--- config.mk ---
export PLATFORM = sky130hd
export DESIGN_NAME = muldiv_unit
export DESIGN_NICKNAME = d
export VERILOG_FILES = /design/src/rtl/muldiv_pkg.sv /design/src/rtl/muldiv_step.sv /design/src/rtl/muldiv_unit.sv
export SDC_FILE = /design/constraint.sdc
export NUM_CORES = 1
export LEC_CHECK = 0
export ABC_AREA = 1
export CAP_MARGIN = 20
export CORE_ASPECT_RATIO = 1.1
export CORE_MARGIN = 3
export CORE_UTILIZATION = 25
export DETAILED_ROUTE_END_ITERATION = 12
export GPL_TIMING_DRIVEN = 0
export PLACE_DENSITY_LB_ADDON = 0.3
export SLEW_MARGIN = 20
export SYNTH_ARGS = -nofsm -noshare
export SYNTH_HDL_FRONTEND = slang
export SYNTH_SLANG_ARGS = --single-unit
--- constraint.sdc ---
create_clock -name clk -period 7.05 [get_ports clk]
set_input_delay 1.7625 -clock clk [delete_from_list [all_inputs] [get_ports clk]]
set_output_delay 1.7625 -clock clk [all_outputs]
set_load 0.03 [all_outputs]
--- src/rtl/muldiv_pkg.sv ---
// muldiv_pkg: shared definitions for the iterative RV32M multiply/divide unit.
//   - F3_* : funct3 encodings of the eight M-extension operations
//   - state_t : control FSM states of muldiv_unit
//   - is_div() : true for the division/remainder group (funct3[2] set)
package muldiv_pkg;

  localparam logic [2:0] F3_MUL    = 3'b000;
  localparam logic [2:0] F3_MULH   = 3'b001;
  localparam logic [2:0] F3_MULHSU = 3'b010;
  localparam logic [2:0] F3_MULHU  = 3'b011;
  localparam logic [2:0] F3_DIV    = 3'b100;
  localparam logic [2:0] F3_DIVU   = 3'b101;
  localparam logic [2:0] F3_REM    = 3'b110;
  localparam logic [2:0] F3_REMU   = 3'b111;

  typedef enum logic [1:0] {
    IDLE,
    CALC,
    FIN
  } state_t;

  function automatic logic is_div(input logic [2:0] funct3);
    return funct3[2];
  endfunction

endpackage

--- src/rtl/muldiv_step.sv ---
// muldiv_step: one combinational iteration of the unsigned multiply/divide
// datapath. {hi, lo} is the 2*XLEN working register.
//   Multiply (is_div = 0): lo holds the remaining multiplier bits, hi the
//     partial product. If lo[0] is set, opd is added into hi; the whole
//     {carry, hi, lo} is then shifted right by one.
//   Divide (is_div = 1): lo holds the remaining dividend bits (and collects
//     quotient bits from the right), hi the partial remainder. {hi, lo} is
//     shifted left by one and opd is subtracted from the new remainder when
//     it fits (restoring division).
// Ports:
//   is_div   in   1     select divide step instead of multiply step
//   hi, lo   in   XLEN  working register halves before the step
//   opd      in   XLEN  multiplicand or divisor (absolute value)
//   hi_next  out  XLEN  upper half after the step
//   lo_next  out  XLEN  lower half after the step
module muldiv_step #(
  parameter int unsigned XLEN = 32
) (
  input  logic            is_div,
  input  logic [XLEN-1:0] hi,
  input  logic [XLEN-1:0] lo,
  input  logic [XLEN-1:0] opd,
  output logic [XLEN-1:0] hi_next,
  output logic [XLEN-1:0] lo_next
);

  logic [XLEN:0]   sum;
  logic [XLEN:0]   rem_sh;
  logic [XLEN-1:0] diff;
  logic            fits;

  always_comb begin
    sum    = {1'b0, hi} + (lo[0] ? {1'b0, opd} : '0);
    rem_sh = {hi, lo[XLEN-1]};
    fits   = (rem_sh >= {1'b0, opd});
    // When the divisor fits, the difference is below the divisor, so the
    // dropped top bit of rem_sh is always cancelled by the subtraction.
    diff   = rem_sh[XLEN-1:0] - opd;

    if (is_div) begin
      hi_next = fits ? diff : rem_sh[XLEN-1:0];
      lo_next = {lo[XLEN-2:0], fits};
    end else begin
      hi_next = sum[XLEN:1];
      lo_next = {sum[0], lo[XLEN-1:1]};
    end
  end

endmodule

--- src/rtl/muldiv_unit.sv ---
// muldiv_unit: iterative RV32M multiply/divide unit for the execute stage.
// Operates on absolute values with UNROLL shift-add / shift-subtract steps
// per cycle, then applies the sign fix-up on the edge that enters FIN.
// Division by zero and signed overflow are resolved at acceptance and go
// straight to FIN.
// Ports:
//   clk       in   1     rising-edge clock
//   rst_n     in   1     synchronous active-low reset (also clears result_o)
//   start_i   in   1     request, sampled only while busy_o = 0
//   funct3_i  in   3     operation select (MUL..REMU)
//   op_a_i    in   XLEN  rs1 value, sampled with start_i
//   op_b_i    in   XLEN  rs2 value, sampled with start_i
//   flush_i   in   1     abort; wins over a simultaneous start_i
//   busy_o    out  1     operation in progress
//   done_o    out  1     one-cycle completion pulse
//   result_o  out  XLEN  result, held until the next done_o
module muldiv_unit
  import muldiv_pkg::*;
#(
  parameter int unsigned XLEN   = 32,
  parameter int unsigned UNROLL = 1
) (
  input  logic            clk,
  input  logic            rst_n,
  input  logic            start_i,
  input  logic [2:0]      funct3_i,
  input  logic [XLEN-1:0] op_a_i,
  input  logic [XLEN-1:0] op_b_i,
  input  logic            flush_i,
  output logic            busy_o,
  output logic            done_o,
  output logic [XLEN-1:0] result_o
);

  localparam int unsigned N        = XLEN / UNROLL;
  localparam int unsigned CNT_W    = (N > 1) ? $clog2(N) : 1;
  localparam logic [CNT_W-1:0] CNT_LAST = CNT_W'(N - 1);
  localparam logic [XLEN-1:0]  MOST_NEG = {1'b1, {(XLEN-1){1'b0}}};

  state_t           state_q, state_d;
  logic [CNT_W-1:0] cnt_q;
  logic [2:0]       f3_q;
  logic             sa_q, sb_q;
  logic [XLEN-1:0]  hi_q, lo_q, opd_q;
  logic [XLEN-1:0]  result_q;

  // ---------------------------------------------------------------------
  // Acceptance: operand signs, absolute values and special cases
  // ---------------------------------------------------------------------
  logic            accept;
  logic            signed_a, signed_b;
  logic            sign_a, sign_b;
  logic            div_zero, div_ovf, special;
  logic [XLEN-1:0] abs_a, abs_b, special_result;

  assign accept = (state_q == IDLE) && start_i && !flush_i;

  always_comb begin
    signed_a = 1'b0;
    signed_b = 1'b0;
    case (funct3_i)
      F3_MULH, F3_DIV, F3_REM: begin
        signed_a = 1'b1;
        signed_b = 1'b1;
      end
      F3_MULHSU: signed_a = 1'b1;
      F3_MUL, F3_MULHU, F3_DIVU, F3_REMU: begin
        signed_a = 1'b0;
        signed_b = 1'b0;
      end
      default: begin
        signed_a = 1'b0;
        signed_b = 1'b0;
      end
    endcase

    sign_a = signed_a & op_a_i[XLEN-1];
    sign_b = signed_b & op_b_i[XLEN-1];
    // The most-negative value maps onto itself, which is its correct
    // unsigned magnitude.
    abs_a  = sign_a ? ('0 - op_a_i) : op_a_i;
    abs_b  = sign_b ? ('0 - op_b_i) : op_b_i;

    div_zero = is_div(funct3_i) && (op_b_i == '0);
    div_ovf  = is_div(funct3_i) && !funct3_i[0] &&
               (op_a_i == MOST_NEG) && (op_b_i == '1);
    special  = div_zero || div_ovf;

    // funct3[1] separates the remainder ops from the quotient ops.
    special_result = '0;
    if (div_zero) begin
      special_result = funct3_i[1] ? op_a_i : '1;
    end else if (div_ovf) begin
      special_result = funct3_i[1] ? '0 : op_a_i;
    end
  end

  // ---------------------------------------------------------------------
  // Datapath: UNROLL chained steps per cycle
  // ---------------------------------------------------------------------
  logic [XLEN-1:0] hi_step, lo_step;

  for (genvar i = 0; i < UNROLL; i++) begin : g_step
    logic [XLEN-1:0] hi_in, lo_in, hi_out, lo_out;

    if (i == 0) begin : g_first
      assign hi_in = hi_q;
      assign lo_in = lo_q;
    end else begin : g_next
      assign hi_in = g_step[i-1].hi_out;
      assign lo_in = g_step[i-1].lo_out;
    end

    muldiv_step #(
      .XLEN(XLEN)
    ) u_step (
      .is_div (is_div(f3_q)),
      .hi     (hi_in),
      .lo     (lo_in),
      .opd    (opd_q),
      .hi_next(hi_out),
      .lo_next(lo_out)
    );
  end

  assign hi_step = g_step[UNROLL-1].hi_out;
  assign lo_step = g_step[UNROLL-1].lo_out;

  // ---------------------------------------------------------------------
  // Sign fix-up of the final step output. Applied on the edge entering
  // FIN so result_o is already registered in the done_o cycle.
  // ---------------------------------------------------------------------
  logic [2*XLEN-1:0] prod, prod_fix;
  logic [XLEN-1:0]   quo_fix, rem_fix, final_result;

  always_comb begin
    prod     = {hi_step, lo_step};
    prod_fix = (sa_q ^ sb_q) ? ('0 - prod) : prod;
    quo_fix  = (sa_q ^ sb_q) ? ('0 - lo_step) : lo_step;
    rem_fix  = sa_q ? ('0 - hi_step) : hi_step;

    if (is_div(f3_q)) begin
      final_result = f3_q[1] ? rem_fix : quo_fix;
    end else begin
      final_result = (f3_q == F3_MUL) ? prod_fix[XLEN-1:0]
                                      : prod_fix[2*XLEN-1:XLEN];
    end
  end

  // ---------------------------------------------------------------------
  // Control FSM
  // ---------------------------------------------------------------------
  always_comb begin
    state_d = state_q;
    busy_o  = (state_q != IDLE);
    done_o  = (state_q == FIN);

    case (state_q)
      IDLE: begin
        if (accept) begin
          state_d = special ? FIN : CALC;
        end
      end
      CALC: begin
        if (flush_i) begin
          state_d = IDLE;
        end else if (cnt_q == CNT_LAST) begin
          state_d = FIN;
        end
      end
      FIN:     state_d = IDLE;
      default: state_d = IDLE;
    endcase
  end

  always_ff @(posedge clk) begin
    if (!rst_n) begin
      state_q  <= IDLE;
      cnt_q    <= '0;
      f3_q     <= '0;
      sa_q     <= 1'b0;
      sb_q     <= 1'b0;
      hi_q     <= '0;
      lo_q     <= '0;
      opd_q    <= '0;
      result_q <= '0;
    end else begin
      state_q <= state_d;
      cnt_q   <= ((state_q == CALC) && (state_d == CALC)) ? cnt_q + CNT_W'(1) : '0;

      if (accept) begin
        f3_q  <= funct3_i;
        sa_q  <= sign_a;
        sb_q  <= sign_b;
        hi_q  <= '0;
        lo_q  <= abs_a;
        opd_q <= abs_b;
        if (special) begin
          result_q <= special_result;
        end
      end else if ((state_q == CALC) && !flush_i) begin
        hi_q <= hi_step;
        lo_q <= lo_step;
        if (cnt_q == CNT_LAST) begin
          result_q <= final_result;
        end
      end
    end
  end

  assign result_o = result_q;

endmodule

== After elaboration in Yosys (flattened, before gate mapping) ==
Index checks and enable logic that the tools add are counted.
Word-level totals
  word-level logic and storage cells: 89
  flip-flop bits (word level): 140
  input bits: 71
  output and inout port bits: 34
Operators by class
  mux-type cells: 29
  bitwise gates (word level): 4
  $lt $le $gt $ge: 1
  equality and inequality tests: 14
  add/subtract/negate cells: 8
  reductions and logical operators: 24
Operators by type and width (count)
  two-way mux 32 bit: 21
  subtractor 1 x 32 -> 32 bit (first input constant): 4
  equality test 32 bit (second input constant): 2
  two-way mux 64 bit: 1
  subtractor 1 x 64 -> 64 bit (first input constant): 1
  adder 32 x 33 -> 33 bit: 1
  greater-or-equal comparator 33 x 32 -> 1 bit: 1
  logical NOT 32 bit: 1
  subtractor 32 bit: 1
  equality test 3 bit (second input constant): 4
  logical AND 1 bit: 8
  two-way mux 2 bit: 4
  OR reduction 4 bit: 2
  equality test 3 x 2 -> 1 bit (second input constant): 2
  logical NOT 3 bit: 2
  nonzero test 2 bit: 3
  adder 5 x 1 -> 5 bit (second input constant): 1
  equality test 5 bit (second input constant): 1
  equality test 2 x 1 -> 1 bit (second input constant): 2
  case mux 2 bit (2 select lines): 1
  equality test 3 x 1 -> 1 bit (second input constant): 1
  AND reduction 3 bit: 1
  OR reduction 3 bit: 1
  AND 1 bit: 2
  11 further kinds: 12

== Depth between registers and ports, before layout ==
Gate-level depths: netlist of the first run.
  word-level depth: 11
  depth in mapped cells: 34
  mapped depth without buffers: 33

== By module ==
From an unflattened synthesis of the first run, not the netlist that was laid out.
Second synthesis, totals
  cells, all modules: 3377
  area, all modules: 17839.6 µm²
By module, submodules not included
  muldiv_unit: cells each 2102, area each 11639.9 µm², seq. area each 2802.7 µm², times used 1
  muldiv_step: cells each 1275, area each 6199.7 µm², seq. area each 0.0 µm², times used 1

== Least setup slack after synthesis of the first run ==
No wires, ideal clock.
  kind: input port to flip-flop
  start point: input op_b_i[0]
  end point: register result_q[22], in the netlist result_o[22]
  setup time: 66 ps
  stages on the path: 19
  data arrival time: 3941 ps
  slack: 3043 ps
  path buffers: 1
  required time: 6984 ps
  cell sequence: inv_1 > ha_1 > inv_1 > nor3_2 > nand3_1 > nor3_2 > inv_2 > nor2_2 > inv_2 > nor4_2 > nand3_1 > inv_2 > nand2_1 > nor2_2 > inv_2 > a21oi_4 > buf_4 > a21oi_1 > a21oi_2
Between the ends
  cells in the longest elaborated chain, start to end: 6
  elaborated cells on any way between the ends: 11
RTL lines
  start, declared: line muldiv_unit.sv:28  | input logic [XLEN-1:0] op_b_i,
  equality test 32 bit: line muldiv_unit.sv:86  | (op_a_i == MOST_NEG) && (op_b_i == '1);
  logical AND 1 bit: line muldiv_unit.sv:86
  two-way mux 32 bit: line muldiv_unit.sv:93  | end else if (div_ovf) begin
  two-way mux 32 bit: line muldiv_unit.sv:91  | if (div_zero) begin
  two-way mux 32 bit: line muldiv_unit.sv:198  | if (special) begin
  two-way mux 32 bit: line muldiv_unit.sv:191  | if (accept) begin
  end signal, assigned: line muldiv_unit.sv:199  | result_q <= special_result;
  end signal, assigned: line muldiv_unit.sv:205  | result_q <= final_result;
  end, declared: line muldiv_unit.sv:45  | logic [XLEN-1:0] result_q;
Parallel ways exist; a longest one is shown, timed or not. The select of a mux whose other input is x is not followed.
A chain may end at the register's enable or synchronous reset.

== Final worst setup path of the first run ==
  start point: input op_a_i[28]
  end point: register result_q[0], in the netlist result_o[0]
Between the ends
  cells in the longest elaborated chain, start to end: 7
  elaborated cells on any way between the ends: 10
RTL lines
  start, declared: line muldiv_unit.sv:27  | input logic [XLEN-1:0] op_a_i,
  equality test 32 bit (*): line muldiv_unit.sv:86
  logical AND 1 bit (*): line muldiv_unit.sv:85  | div_ovf = is_div(funct3_i) && !funct3_i[0] &&
  logical AND 1 bit (*): line muldiv_unit.sv:86
  two-way mux 32 bit: line muldiv_unit.sv:93
  two-way mux 32 bit: line muldiv_unit.sv:91
  two-way mux 32 bit: line muldiv_unit.sv:198
  two-way mux 32 bit: line muldiv_unit.sv:191
Mark *: on every way between the ends. The rest lies on a longest branch, timed or not. The select of a mux whose other input is x is not followed.

==> results by group, run 1 <==
Routing
  – First drt pass iteration count: 6
  – Via count: 22,000
  – WL per Instance: 20.8 um
  – Detailed Route Iter0 Violations: between 2,000 and 2,500
  – Routed met2 length: between 40,000 and 50,000 um
  – Detailed Route WL: just under 90,000 um
  – Wire length on met1: between 30,000 and 40,000 um
  – Antenna viol nets, final: 0
  – Uppermost layer routed: met5
  – Residual DRC count: 0
  – Number of vias per cell: between 5 and 6
  – Routed met3 length: around 6000 um

Place
  – Dpl hpwl: approximately 75,000 um
  – Setup slack after placement: between 0.8 and 0.9 ns
  – Placed inst area: 19,900 um^2
  – GPL Wtd Cong: around 1.1
  – Inst Count DP: ~4,300
  – # port buffers: 104

Clock tree
  – Worst skew pair latency: around 0.48 ns
  – Hold-fix buffers, CTS: 0
  – Clock transition at the registers of the reported paths: 0.08 ns
  – CTS tree: done
  – Max Buffers Root-to-Sink: 2
  – Total CTS buffers: 17
  – H-Tree Depth: 4
  – Postcts setup bufs: 0
  – Clock sink total: between 100 and 150
  – Root Driver: clkbuf_16
  – Post_cts resized: 0

Timing
  – Min Tclk post-route: 5.94 ns
  – Setup Viol. Count Final: 0
  – Worst hold margin: ~0.45 ns
  – Worst-Margin Slew: between 0.9 and 1 ns
  – Post-layout worst setup margin: between 1 and 1.5 ns
  – Final hold viol count: 0
  – Slew headroom: about 40%
  – RSZ-0062 raised after global routing: false
  – Highest Clock Rate: between 0.15 and 0.2 GHz
  – Setup tns final: 0 ns
  – Fin crit share: 84.3%
  – Slew Limit Fails: 0
  – Max Clock Skew: 0.0195 ns

Yosys
  – Post-Syn Instances: ~3,200
  – Yosys Warn Count: 0
  – Post-synth top area share: approximately a fifth
  – Synth area leaders: nand2_1, dfxtp_1, inv_1, nand3_1, o21ai_0
  – Post-Syn Area: approximately 18,000 um^2
  – Mapped Nets: about 3,400
  – Unique masters post-synth: 60
  – Largest area contributor in the synthesized netlist: nand2_1
  – Register area share after synthesis: approximately 16%
  – FF+latch count, synth: 140
  – Post-synth ARST share: 0%
  – Post-synth EDFFs: 0
  – Post-synth top flop: dfxtp_1
  – Syn Area/Cell: around 5.5 um^2

Pwr
  – Total power divided by cell area: approximately 170 nW/um^2
  – P_leak: ~10 nW
  – Design Power: 3.51 mW
  – Maximum VDD drop: approximately 0.00019 V

Finish
  – Non-filler cells, final: 4,291
  – Share of cells above drive strength 1: 5.89%
  – Final core utilization: between 20% and 30%
  – Final nets: roughly 3,500
  – # diodes: 0
  – Commonest non-fill, non-tap cell in the layout: nand2_1
  – Most frequent cells in the layout: nand2_1, inv_1, nand3_1
  – Fin area: slightly above 20,000 um^2
  – Area delta synth->final: 15.7%

Min path
  – Hold Crit Class: reg2reg

Global route
  – Initial antenna violation count: 1
  – Global Route Usage Sum: about a quarter
  – Global route total overflow: 0
  – Vias in the first global route: 20,300
  – First-pass GRT wire length: 130,000 um
  – Largest net degree at the start of global routing: 17

Setup path
  – Data required, critical path: about 7.4 ns
  – Worst endpoint data arrival time: 6.28 ns
  – Critical path capture point type: flop
  – Worst Path Max Fanout: 10
  – CP Class: in2reg
  – Nature of the critical path startpoint: input pin

Die
  – Die height: roughly 290 um
  – Core Box Area: ~70,000 um^2
  – Initial core utilization: 25.4%
  – Die area: between 70,000 and 80,000 um^2
  – Io pins: about 110
  – Rows: 101
  – Die X: about 260 um

Status
  – Status: completed

Flow run
  – Max-Cap Viols: 0
[where the power goes]
group	internal, mW	total [mW]	switching (mW)
clock network	0.532	0.952	0.419
registers	0.823	0.862	0.0389
logic	0.501	1.69	1.19
total	1.86	3.51	1.65
[Yosys cell counts, types with 21 or more instances]
cell / n
o22ai_1: 40
nor2_1: 268
o21ai_0: 215
inv_1: 505
dfxtp_1: 140
xor2_1: 53
nand2_2: 21
a21oi_1: 181
nand2_1: 964
nor2_2: 23
nand3_1: 291
nand4_1: 63
clkbuf_1: 68
ha_1: 71
nor3_1: 36
[flip-flops by register name, summed over array words and instances, names as in the netlist]
signal,count
state_q,2
g_step.hi_in,32
f3_q,3
opd_q,32
g_step.lo_in,32
sa_q,1
result_o,32
cnt_q,5
sb_q,1
[final timing paths]
path,startpoint,end,slack (ns),cells past startpoint
max,op_a_i[28],result_o[0],1.11,12
min,cnt_q[0],cnt_q[0],0.45,1
max reg2reg,opd_q[21],result_o[8],1.85,27
min reg2reg,cnt_q[0],cnt_q[0],0.45,1
[per-layer routing]
metal | global-route usage (%) | vias up
li1 | - | 10700
met1 | 29.8 | 10200
met2 | 38.6 | 952
met3 | 3.51 | 211
met4 | 12.0 | 2
met5 | 0 | -
[final cells by class]
class	instances	area (um^2)
fill	7945	49100
multi-input combinational	2449	12300
sequential	140	2800
inverter	523	1960
tap	927	1160
timing repair buffer	105	1050
buffer	116	604
clock buffer	19	443
clock inverter	12	139
[logic make-up (layout without fill, tap and decap cells)]
logic type                 after synthesis  in the layout  share of synthesized area (%)
adders and majority gates               73             73                           5.24
and+or+nand+nor                       1753           1753                           43.2
buffers and inverters                  639            775                           14.5
xor gates and xnor gates                70             70                           3.46
DFF                                    140            140                           15.8
AOI/OAI and AO/OA                      553            553                           17.7
[worst max-delay path, cell delays in order]
cell             delay [ns]
clkdlybuf4s50_1        0.50
nor2_1                 0.67
nand4_1                0.33
nor4_1                 0.71
nand4_1                0.20
nand2_1                0.11
nand2_1                0.10
o21ai_1                0.40
clkbuf_1               0.67
o21ai_0                0.46
a31oi_1                0.26
a21oi_1                0.09
Power figures use the tool's default switching activity.
==> run 2, diff against run 1 <==
==> constraint.sdc (replaced) <==
create_clock -name clk -period 4.9 [get_ports clk]
set_input_delay 1.225 -clock clk [delete_from_list [all_inputs] [get_ports clk]]
set_output_delay 1.225 -clock clk [all_outputs]
set_load 0.03 [all_outputs]
==> results by group, run 2 (same netlist as run 1, synthesis figures left out) <==
Setup path
  – Nature of the critical path startpoint: input pin
  – Most common cell on crit path: nand2_1
  – Max stage delay on crit path: 0.49 ns
  – Worst Path Max Fanout: 10
  – CP Class: in2reg
  – Data required, critical path: 5.24 ns
  – Crit path cell chain: clkdlybuf4s50_1, inv_1, ha_1, inv_1, nor3_2, nand3_1, nor3_2, nand3_1, nor4_1, nand2_1, nand2_1, nand2_1, o21ai_1, clkbuf_2, o21ai_0, a31oi_1, a21oi_1
  – Worst endpoint data arrival time: between 5 and 6 ns
  – Critical path capture point type: flop
  – Worst-path cell with the longest stage delay: clkdlybuf4s50_1

Die
  – Core Box Area: between 60,000 and 70,000 um^2
  – Io pins: ~110
  – Die area: approximately 74,000 um^2
  – Initial core utilization: 25.4%
  – Die X: around 260 um
  – Rows: ~100
  – Die height: 285 um

Routing
  – WL per Instance: 20.8 um
  – Number of vias per cell: 5.13
  – Antenna viol nets, final: 0
  – First drt pass iteration count: 6
  – Detailed Route Iter0 Violations: around 2,200
  – Via count: approximately 22,000
  – Residual DRC count: 0
  – Detailed Route WL: 89,300 um

Timing
  – Worst-Margin Slew: 0.919 ns
  – Final hold viol count: 0
  – Slew headroom: between 30 and 40%
  – Highest Clock Rate: 0.209 GHz
  – Min Tclk post-route: around 4.8 ns
  – Setup tns final: 0 ns
  – Post-layout worst setup margin: about 0.11 ns
  – RSZ-0062 raised after global routing: false
  – Max Clock Skew: about 0.017 ns
  – Slew Limit Fails: 0
  – Setup Viol. Count Final: 0
  – Fin crit share: a little over nine tenths

Pwr
  – Internal Power: 2.69 mW
  – Reg power frac: between 20% and 30%
  – Switching power total: 2.38 mW
  – Clk network pwr share: ~27%
  – Sw frac: around 47%
  – Maximum VDD drop: 0.000265 V
  – Total power divided by cell area: 246 nW/um^2
  – P_leak: ~10 nW
  – Gate power share: approximately half

Global route
  – Initial antenna violation count: 1
  – Vias in the first global route: 20,400
  – First-pass GRT wire length: roughly 130,000 um
  – Global route total overflow: 0
  – Largest net degree at the start of global routing: 17
  – Global Route Usage Sum: 23.5%

Clock tree
  – Root Driver: clkbuf_16
  – Clock transition at the registers of the reported paths: 0.08 ns
  – Hold-fix buffers, CTS: 0
  – Worst skew pair latency: around 0.47 ns
  – H-Tree Depth: 4
  – Clock sink total: 140
  – Total CTS buffers: 17
  – Max Buffers Root-to-Sink: 2
  – CTS tree: done

Place
  – # port buffers: 104
  – Setup slack after placement: -0.763 ns
  – GPL Wtd Cong: 1.05
  – Dpl hpwl: between 70,000 and 80,000 um

Finish
  – Commonest non-fill, non-tap cell in the layout: nand2_1
  – # diodes: 0
  – Share of cells above drive strength 1: under 10%
  – Area delta synth->final: 16.7%
  – Most frequent cells in the layout: nand2_1, inv_1, nand3_1
  – Final core utilization: between 20% and 30%
  – Final nets: ~3,500

Min path
  – Hold Crit Class: reg2reg

Status
  – Status: completed

Flow run
  – Max-Cap Viols: 0
==> run 2: worst paths after layout <==
check | start | end | slack, ns | cells after the start
setup reg to reg | opd_q[24] | result_o[8] | 0.17 | 27
hold reg to reg | cnt_q[0] | cnt_q[0] | 0.45 | 1
setup / recovery | op_b_i[0] | result_o[0] | 0.11 | 17
hold / removal | cnt_q[0] | cnt_q[0] | 0.45 | 1
==> run 2: power by group through the flow <==
stage	sequential (mW)	combinational (mW)	clock, mW
finish	1.24	2.47	1.36
global route	1.24	2.68	1.42
CTS	1.24	2.38	1.38
detailed placement	1.26	2.37	0
global placement	1.26	2.37	0
floorplan	1.23	1.59	0
==> run 2: cell type report <==
cell class	instances	area (um^2)
plain buffers	115	604
clock buffers	19	443
clock inverters	12	139
fillers	7934	49000
inverters	523	1960
multi-input cells	2449	12400
flip-flops and latches	140	2820
well taps	927	1160
repair buffers	109	1080
==> run 2: worst max-delay path: cells and delay by family <==
kind	cells	cell delay, ns
AO/OA/AOI/OAI	4	1.01
adder cells (fa/ha/maj)	1	0.17
buffers and inverters	4	1.15
AND/OR/NAND/NOR	8	1.55
==> run 2: routing by layer <==
| metal | global-route usage [%] | vias up | share of wire [%] |
|---|---|---|---|
| li1 | - | 10700 | - |
| met1 | 29.8 | 10200 | 42 |
| met2 | 38.6 | 967 | 46 |
| met3 | 3.48 | 210 | 6.6 |
| met4 | 12.0 | 2 | 5.6 |
| met5 | 0 | - | 0.017 |
==> run 2: metrics by stage <==
stage	cell area, um^2	hold slack (ns)	total power [mW]	cells
after floorplan	17700	0.418	2.82	3228
after global placement	19900	0.437	3.64	4259
after detailed placement	19900	0.443	3.63	4259
after CTS	20500	0.460	5.00	4289
after global routing	20700	0.478	5.34	4294
final	20700	0.452	5.07	4294
==> run 2: timing repair <==
item                                    CTS  global route
gates resized for setup                   5            42
pin swaps                                 0             3
gates cloned                              0             0
setup buffers                             0             4
endpoints found under the setup margin    7            27
==> run 3, diff against run 2 <==
--- a/config.mk
+++ b/config.mk
@@ -17,3 +17,4 @@
 export SYNTH_ARGS = -nofsm -noshare
 export SYNTH_HDL_FRONTEND = slang
 export SYNTH_SLANG_ARGS = --single-unit
+export TNS_END_PERCENT = 100
==> results of run 3 <==
Final layout, timing and power as in run 2 (identical DEF).
